File: src/rtl/rv_pkg.sv
// rv_pkg: RV32I field widths, opcodes and decoded-instruction record shared by decode and buffer
package rv_pkg;
  localparam int OPT_SIZE = 7;
  localparam int FUNCT_SIZE = 3;
  localparam int REG_SIZE = 5;
  localparam logic [OPT_SIZE-1:0] OP_R      = 7'b0110011;
  localparam logic [OPT_SIZE-1:0] OP_IMM    = 7'b0010011;
  localparam logic [OPT_SIZE-1:0] OP_LOAD   = 7'b0000011;
  localparam logic [OPT_SIZE-1:0] OP_JALR   = 7'b1100111;
  localparam logic [OPT_SIZE-1:0] OP_STORE  = 7'b0100011;
  localparam logic [OPT_SIZE-1:0] OP_BRANCH = 7'b1100011;
  localparam logic [OPT_SIZE-1:0] OP_LUI    = 7'b0110111;
  localparam logic [OPT_SIZE-1:0] OP_AUIPC  = 7'b0010111;
  localparam logic [OPT_SIZE-1:0] OP_JAL    = 7'b1101111;
  typedef enum logic [2:0] {FMT_R, FMT_I, FMT_S, FMT_B, FMT_U, FMT_J, FMT_X} fmt_e;
  typedef struct packed {
    logic [OPT_SIZE-1:0]   opt;
    logic [FUNCT_SIZE-1:0] funct;
    logic [REG_SIZE-1:0]   rs1;
    logic [REG_SIZE-1:0]   rs2;
    logic [REG_SIZE-1:0]   rd;
    logic [31:0]           imm;
  } dec_t;
  function automatic fmt_e fmt_of(input logic [OPT_SIZE-1:0] opt);
    case (opt)
      OP_R: return FMT_R;
      OP_IMM, OP_LOAD, OP_JALR: return FMT_I;
      OP_STORE: return FMT_S;
      OP_BRANCH: return FMT_B;
      OP_LUI, OP_AUIPC: return FMT_U;
      OP_JAL: return FMT_J;
      default: return FMT_X;
    endcase
  endfunction
endpackage

File: src/rtl/i_decode_if.sv
// i_decode_if: fetch-side valid/ready and buffer-side decoded-instruction bundle
interface i_decode_if #(parameter int DATA_WIDTH = 32);
  import rv_pkg::*;
  logic                  if_valid;
  logic [31:0]           if_inst;
  logic                  if_ready;
  logic                  id_valid;
  logic                  ib_vacant;
  logic [OPT_SIZE-1:0]   id_opt;
  logic [FUNCT_SIZE-1:0] id_funct;
  logic [REG_SIZE-1:0]   id_rs1;
  logic [REG_SIZE-1:0]   id_rs2;
  logic [REG_SIZE-1:0]   id_rd;
  logic [DATA_WIDTH-1:0] id_imm;
  logic                  err_illegal;
  modport master (
    output if_valid, if_inst, ib_vacant,
    input  if_ready, id_valid, id_opt, id_funct, id_rs1, id_rs2, id_rd, id_imm, err_illegal
  );
  modport slave (
    input  if_valid, if_inst, ib_vacant,
    output if_ready, id_valid, id_opt, id_funct, id_rs1, id_rs2, id_rd, id_imm, err_illegal
  );
endinterface

File: src/rtl/i_decode_fields.sv
// i_decode_fields: combinational split of an RV32I word into fields and 32-bit sign-extended immediate
module i_decode_fields
  import rv_pkg::*;
(
  input  logic [31:0] inst,
  output dec_t        dec,
  output logic        illegal
);
  fmt_e fmt;
  logic [31:0] imm;
  assign fmt = fmt_of(inst[6:0]);
  assign illegal = fmt == FMT_X;
  always_comb begin
    imm = '0;
    case (fmt)
      FMT_I: imm = {{20{inst[31]}}, inst[31:20]};
      FMT_S: imm = {{20{inst[31]}}, inst[31:25], inst[11:7]};
      FMT_B: imm = {{19{inst[31]}}, inst[31], inst[7], inst[30:25], inst[11:8], 1'b0};
      FMT_U: imm = {inst[31:12], 12'b0};
      FMT_J: imm = {{11{inst[31]}}, inst[31], inst[19:12], inst[20], inst[30:21], 1'b0};
      default: imm = '0;
    endcase
  end
  assign dec.opt   = inst[6:0];
  assign dec.funct = (fmt == FMT_U || fmt == FMT_J) ? '0 : inst[14:12];
  assign dec.rs1   = (fmt == FMT_U || fmt == FMT_J) ? '0 : inst[19:15];
  assign dec.rs2   = (fmt == FMT_R || fmt == FMT_S || fmt == FMT_B) ? inst[24:20] : '0;
  assign dec.rd    = (fmt == FMT_S || fmt == FMT_B) ? '0 : inst[11:7];
  assign dec.imm   = imm;
endmodule

File: src/rtl/i_decode.sv
// i_decode: decode stage with registered output entry and one-entry skid so if_ready is a flop
module i_decode
  import rv_pkg::*;
#(parameter int DATA_WIDTH = 32)
(
  input logic      clk,
  input logic      rst,
  input logic      flush,
  i_decode_if.slave bus
);
  dec_t dec, main_q, skid_q, main_n, skid_n;
  logic illegal, main_v, skid_v, main_v_n, skid_v_n, ready_q, err_q;
  logic accept, take, main_free;
  i_decode_fields u_fields (.inst(bus.if_inst), .dec(dec), .illegal(illegal));
  assign accept = bus.if_valid && ready_q;
  assign take = accept && !illegal;
  assign main_free = !main_v || bus.ib_vacant;
  // Skid always drains into main first so program order holds
  always_comb begin
    main_v_n = main_v;
    skid_v_n = skid_v;
    main_n = main_q;
    skid_n = skid_q;
    if (flush) begin
      main_v_n = 1'b0;
      skid_v_n = 1'b0;
    end else if (main_free) begin
      main_v_n = skid_v || take;
      main_n = skid_v ? skid_q : take ? dec : main_q;
      skid_v_n = skid_v && take;
      skid_n = (skid_v && take) ? dec : skid_q;
    end else if (take) begin
      skid_v_n = 1'b1;
      skid_n = dec;
    end
  end
  always_ff @(posedge clk or posedge rst)
    if (rst) begin
      main_v <= 1'b0;
      skid_v <= 1'b0;
      main_q <= '0;
      skid_q <= '0;
      ready_q <= 1'b1;
      err_q <= 1'b0;
    end else begin
      main_v <= main_v_n;
      skid_v <= skid_v_n;
      main_q <= main_n;
      skid_q <= skid_n;
      ready_q <= !skid_v_n;
      err_q <= err_q || (accept && illegal && !flush);
    end
  assign bus.if_ready = ready_q;
  assign bus.id_valid = main_v;
  assign bus.id_opt = main_q.opt;
  assign bus.id_funct = main_q.funct;
  assign bus.id_rs1 = main_q.rs1;
  assign bus.id_rs2 = main_q.rs2;
  assign bus.id_rd = main_q.rd;
  assign bus.id_imm = DATA_WIDTH'(signed'(main_q.imm));
  assign bus.err_illegal = err_q;
endmodule

File: src/flat_wrapper.sv
// flat-port wrapper written by rule: the top's interface ports become plain ports
module i_decode_flat import rv_pkg::*;
#(parameter int DATA_WIDTH = 32)
  (clk, rst, flush, bus_if_valid, bus_if_inst, bus_ib_vacant, bus_if_ready, bus_id_valid, bus_id_opt, bus_id_funct, bus_id_rs1, bus_id_rs2, bus_id_rd, bus_id_imm, bus_err_illegal);
  i_decode_if #(.DATA_WIDTH(DATA_WIDTH)) bus_i ();
  input logic clk;
  input logic rst;
  input logic flush;
  input wire logic [$bits(bus_i.if_valid)-1:0] bus_if_valid;
  input wire logic [$bits(bus_i.if_inst)-1:0] bus_if_inst;
  input wire logic [$bits(bus_i.ib_vacant)-1:0] bus_ib_vacant;
  output wire logic [$bits(bus_i.if_ready)-1:0] bus_if_ready;
  output wire logic [$bits(bus_i.id_valid)-1:0] bus_id_valid;
  output wire logic [$bits(bus_i.id_opt)-1:0] bus_id_opt;
  output wire logic [$bits(bus_i.id_funct)-1:0] bus_id_funct;
  output wire logic [$bits(bus_i.id_rs1)-1:0] bus_id_rs1;
  output wire logic [$bits(bus_i.id_rs2)-1:0] bus_id_rs2;
  output wire logic [$bits(bus_i.id_rd)-1:0] bus_id_rd;
  output wire logic [$bits(bus_i.id_imm)-1:0] bus_id_imm;
  output wire logic [$bits(bus_i.err_illegal)-1:0] bus_err_illegal;
  assign bus_i.if_valid = bus_if_valid;
  assign bus_i.if_inst = bus_if_inst;
  assign bus_i.ib_vacant = bus_ib_vacant;
  assign bus_if_ready = bus_i.if_ready;
  assign bus_id_valid = bus_i.id_valid;
  assign bus_id_opt = bus_i.id_opt;
  assign bus_id_funct = bus_i.id_funct;
  assign bus_id_rs1 = bus_i.id_rs1;
  assign bus_id_rs2 = bus_i.id_rs2;
  assign bus_id_rd = bus_i.id_rd;
  assign bus_id_imm = bus_i.id_imm;
  assign bus_err_illegal = bus_i.err_illegal;
  i_decode #(.DATA_WIDTH(DATA_WIDTH)) u_core (.clk(clk), .rst(rst), .flush(flush), .bus(bus_i));
endmodule
File: config.mk
export PLATFORM = sky130hd
export DESIGN_NAME = i_decode_flat
export DESIGN_NICKNAME = d
export VERILOG_FILES = /design/src/rtl/rv_pkg.sv /design/src/rtl/i_decode_if.sv /design/src/rtl/i_decode_fields.sv /design/src/rtl/i_decode.sv /design/src/flat_wrapper.sv
export SDC_FILE = /design/constraint.sdc
export NUM_CORES = 1
export LEC_CHECK = 0
export BUFFER_PORTS_ARGS = -buffer_cell sky130_fd_sc_hd__buf_4
export CORE_MARGIN = 1.5
export CORE_UTILIZATION = 25
export CTS_CLUSTER_DIAMETER = 150
export CTS_CLUSTER_SIZE = 14
export DETAILED_ROUTE_END_ITERATION = 8
export PLACE_DENSITY = 0.42
export SLEW_MARGIN = 20
export SYNTH_ARGS = -nofsm -noshare
export SYNTH_HDL_FRONTEND = slang
export SYNTH_SLANG_ARGS = --single-unit
File: constraint.sdc
create_clock -name clk -period 8.79 [get_ports clk]
set_input_delay 0.879 -clock clk [delete_from_list [all_inputs] [get_ports clk]]
set_output_delay 0.879 -clock clk [all_outputs]
set_load 0.02 [all_outputs]
==> reports/qor.yml <==
run_status:
  status: "complete, no violations"
timing:
  tightest_slew_ps: 943
  hold_violations: 0
  min_period_ps: 3870
  rsz0062_at_grt: "false"
  finalSetupTns_ps: 0
  fmax_mhz: 258
  max_slew_margin_pct: 37.0
  maxSlewViolCount: 0
  period_share_pct: 44.0
  whs_ps: 485
  fin_worst_skew_ps: 9.79
  setup_viol: 0
flow_run:
  maxCapViolCount: 0
logic_synthesis:
  synth_edf_count: 0
  syn_area_um2: 5720
  ys_warn_count: 0
  yosysTopAreaCellShare_pct: 51.2
  syn_inst: 537
  ys_seq_area_share_pct: 51.6
  ys_ff_latch: 118
  synth-compound-area-share_pct: 25.0
  synth_nets: 577
  syn_avg_cell_area_um2: 10.7
  yosysTopAreaCell: "dfrtp_1"
  synthArstFlopShare_pct: 100
  synth_cell_types: 54
  synthXorXnorAreaFrac_pct: 0
  synthSimpleGateAreaFrac_pct: 11.8
  synthTopCellsByArea: "dfrtp_1 (51%), o21ai_0 (6.9%), mux2_2 (4.7%), a22o_1 (3.4%), a221o_1 (3.0%)"
  synth_top_family_by_area: "compound AO/OA/AOI/OAI gates"
  synthMuxAreaShare_pct: 6.69
  synthAdderAreaFrac_pct: 0.831
  ys.flop_type: "dfrtp_1"
floorplanning:
  die_h_um: 154
  pin_count: 97
  placementRows: 55
  core-area_um2: 22600
  die_w_um: 154
  die_area_um2: 23800
  start_util_pct: 25.3
critical_path:
  worst_setup_path_start_kind: "input pin"
  arrival_ps: 4180
  crit_slowest_cell: "nor3_1"
  cp_common_cell: "buf_4"
  end_kind: "register"
  crit_chain: "buf_4 -> nand3b_1 -> nor3_1 -> inv_1 -> ha_1 -> o21ai_1 -> nand2_1 -> buf_4 -> mux2_2"
  cp.required_ps: 9100
  cp_max_fo: 46
  setup.worst_path.class: "input pin to register"
  slowest_delay_ps: 720
layout:
  drive_gt1_share_pct: 28.5
  area_delta_synth_final_pct: 28.1
  fin_util_pct: 32.5
  diodes: 0
  final_common_cell: "dfrtp_1"
  fin_nets: 658
  final_cell_mix: "dfrtp_1 (116), buf_4 (104), o21ai_0 (77), nand2_1 (36), mux2_2 (24)"
placement:
  dp_hpwl_um: 12100
  port_buffers: 96
  place_congestion: 0.814
pwr:
  finalPower_mw: 1.55
  ir_worst_vdd_v: 0.000118
  power_density_nw_per_um2: 211
  p_leak_nw: 3.48
worst_hold_path:
  hold_class: "register to register"
drt:
  drcViolationCount: 0
  viasPerCell: 5.16
  wl_per_cell_um: 19.3
  firstDrtPassIters: 5
  vias: 4730
  initialDrtViolationCount: 314
  routed_wl_um: 17700
  ant_nets: 0
cts:
  htree_num_levels: 4
  cts.path.max_buffers: 2
  cts_sinks: 118
  worstSkewPairLatency_ps: 430
  clkTransAtPathRegs_ps: 60
  postCtsHoldBufs: 0
  cts_setup_buffers: 0
  cts_buffers: 17
  cts_resized: 0
  cts_tree: "yes"
  root_buffer: "clkbuf_16"
global_route:
  grt_start_max_net_pins: 79
  grt_usage_pct: 15.3
  grt_first_pass_wirelength_um: 27600
  first_global_vias: 4715
  antenna_found_initial: 0
  grt_overflow: 0
final cells by class:
class	instances	area, um2
multi-input combinational	366	2550
timing repair buffer	104	781
tap	285	357
clock buffer	18	439
clock inverter	14	199
fill	2315	15200
inverter	11	43.8
sequential	118	2960
path summary, 6_finish.rpt:
check / startpoint / end / slack, ps / cells after the start
hold / removal: u_core.skid_q[15] / u_core.skid_q[15] / 490 / 1
max in group asynchronous: rst / u_core.skid_v / 6840 / 3
setup / recovery: bus_if_inst[3] / u_core.skid_q[55] / 4920 / 9
min in group asynchronous: rst / u_core.bus.id_opt[0] / 650 / 2
hold reg to reg: u_core.skid_q[15] / u_core.skid_q[15] / 490 / 1
setup reg to reg: u_core.skid_v / u_core.skid_q[5] / 6250 / 5
report_power, final:
group | switching [mW] | total (mW) | internal (mW)
registers | 0.0238 | 0.601 | 0.577
clock network | 0.271 | 0.755 | 0.484
logic | 0.114 | 0.193 | 0.0793
synthesized netlist by cell type, types with 2 or more instances:
cell type / count
a21o_1: 22
a21oi_1: 18
a21oi_2: 3
a221o_1: 17
a22o_1: 22
a31oi_1: 5
a32o_1: 14
and2_1: 3
and3_1: 17
buf_2: 13
buf_6: 2
clkbuf_1: 26
dfrtp_1: 117
ha_1: 3
inv_1: 9
mux2_1: 2
mux2_2: 24
mux2i_1: 9
nand2_1: 36
nand2b_1: 14
nand3_1: 11
nand4_1: 5
nand4b_1: 2
nor2_1: 10
nor2b_1: 6
nor3_1: 5
o211ai_1: 2
o21ai_0: 79
o2bb2ai_1: 8
o41ai_1: 7
or2_2: 3
metrics by stage:
stage	cells	cell area (um2)	setup slack (ps)
finish	916	7330	4920
global route	916	7330	4680
CTS	916	7330	4930
detailed placement	884	6690	4470
global placement	884	6680	4390
floorplan	537	5720	4780
cells by family after synthesis:
kind of cell	count (synthesis)
AOI/OAI and AO/OA	204
and+or+nand+nor	123
DFF	118
buffers and inverters	53
muxes	35
adders and majority gates	4
critical path, delay by kind of cell:
| family | cells | cell delay [ps] |
|---|---|---|
| AND/OR/NAND/NOR | 3 | 1400 |
| multiplexers | 1 | 340 |
| AO/OA/AOI/OAI | 1 | 480 |
| buffers and inverters | 3 | 720 |
| adder cells (fa/ha/maj) | 1 | 330 |
layer usage:
metal  part of all wire, %  up-vias  global-route usage [%]
li1                      -     2179                       -
met1                    48     2374                    20.5
met4                   2.3        0                    6.82
met5                     0        -                       0
met3                   5.1       31                    3.56
met2                    45      146                    23.4
sequential cells by signal, summed over array words and instances (netlist names), 3 cells and up:
| register | count |
|---|---|
| u_core.bus.id_rs2 | 5 |
| u_core.bus.id_opt | 7 |
| u_core.bus.id_rs1 | 5 |
| u_core.skid_q | 57 |
| u_core.bus.id_imm | 32 |
| u_core.bus.id_rd | 5 |
| u_core.bus.id_funct | 3 |
(Power assumes the default switching activity.)
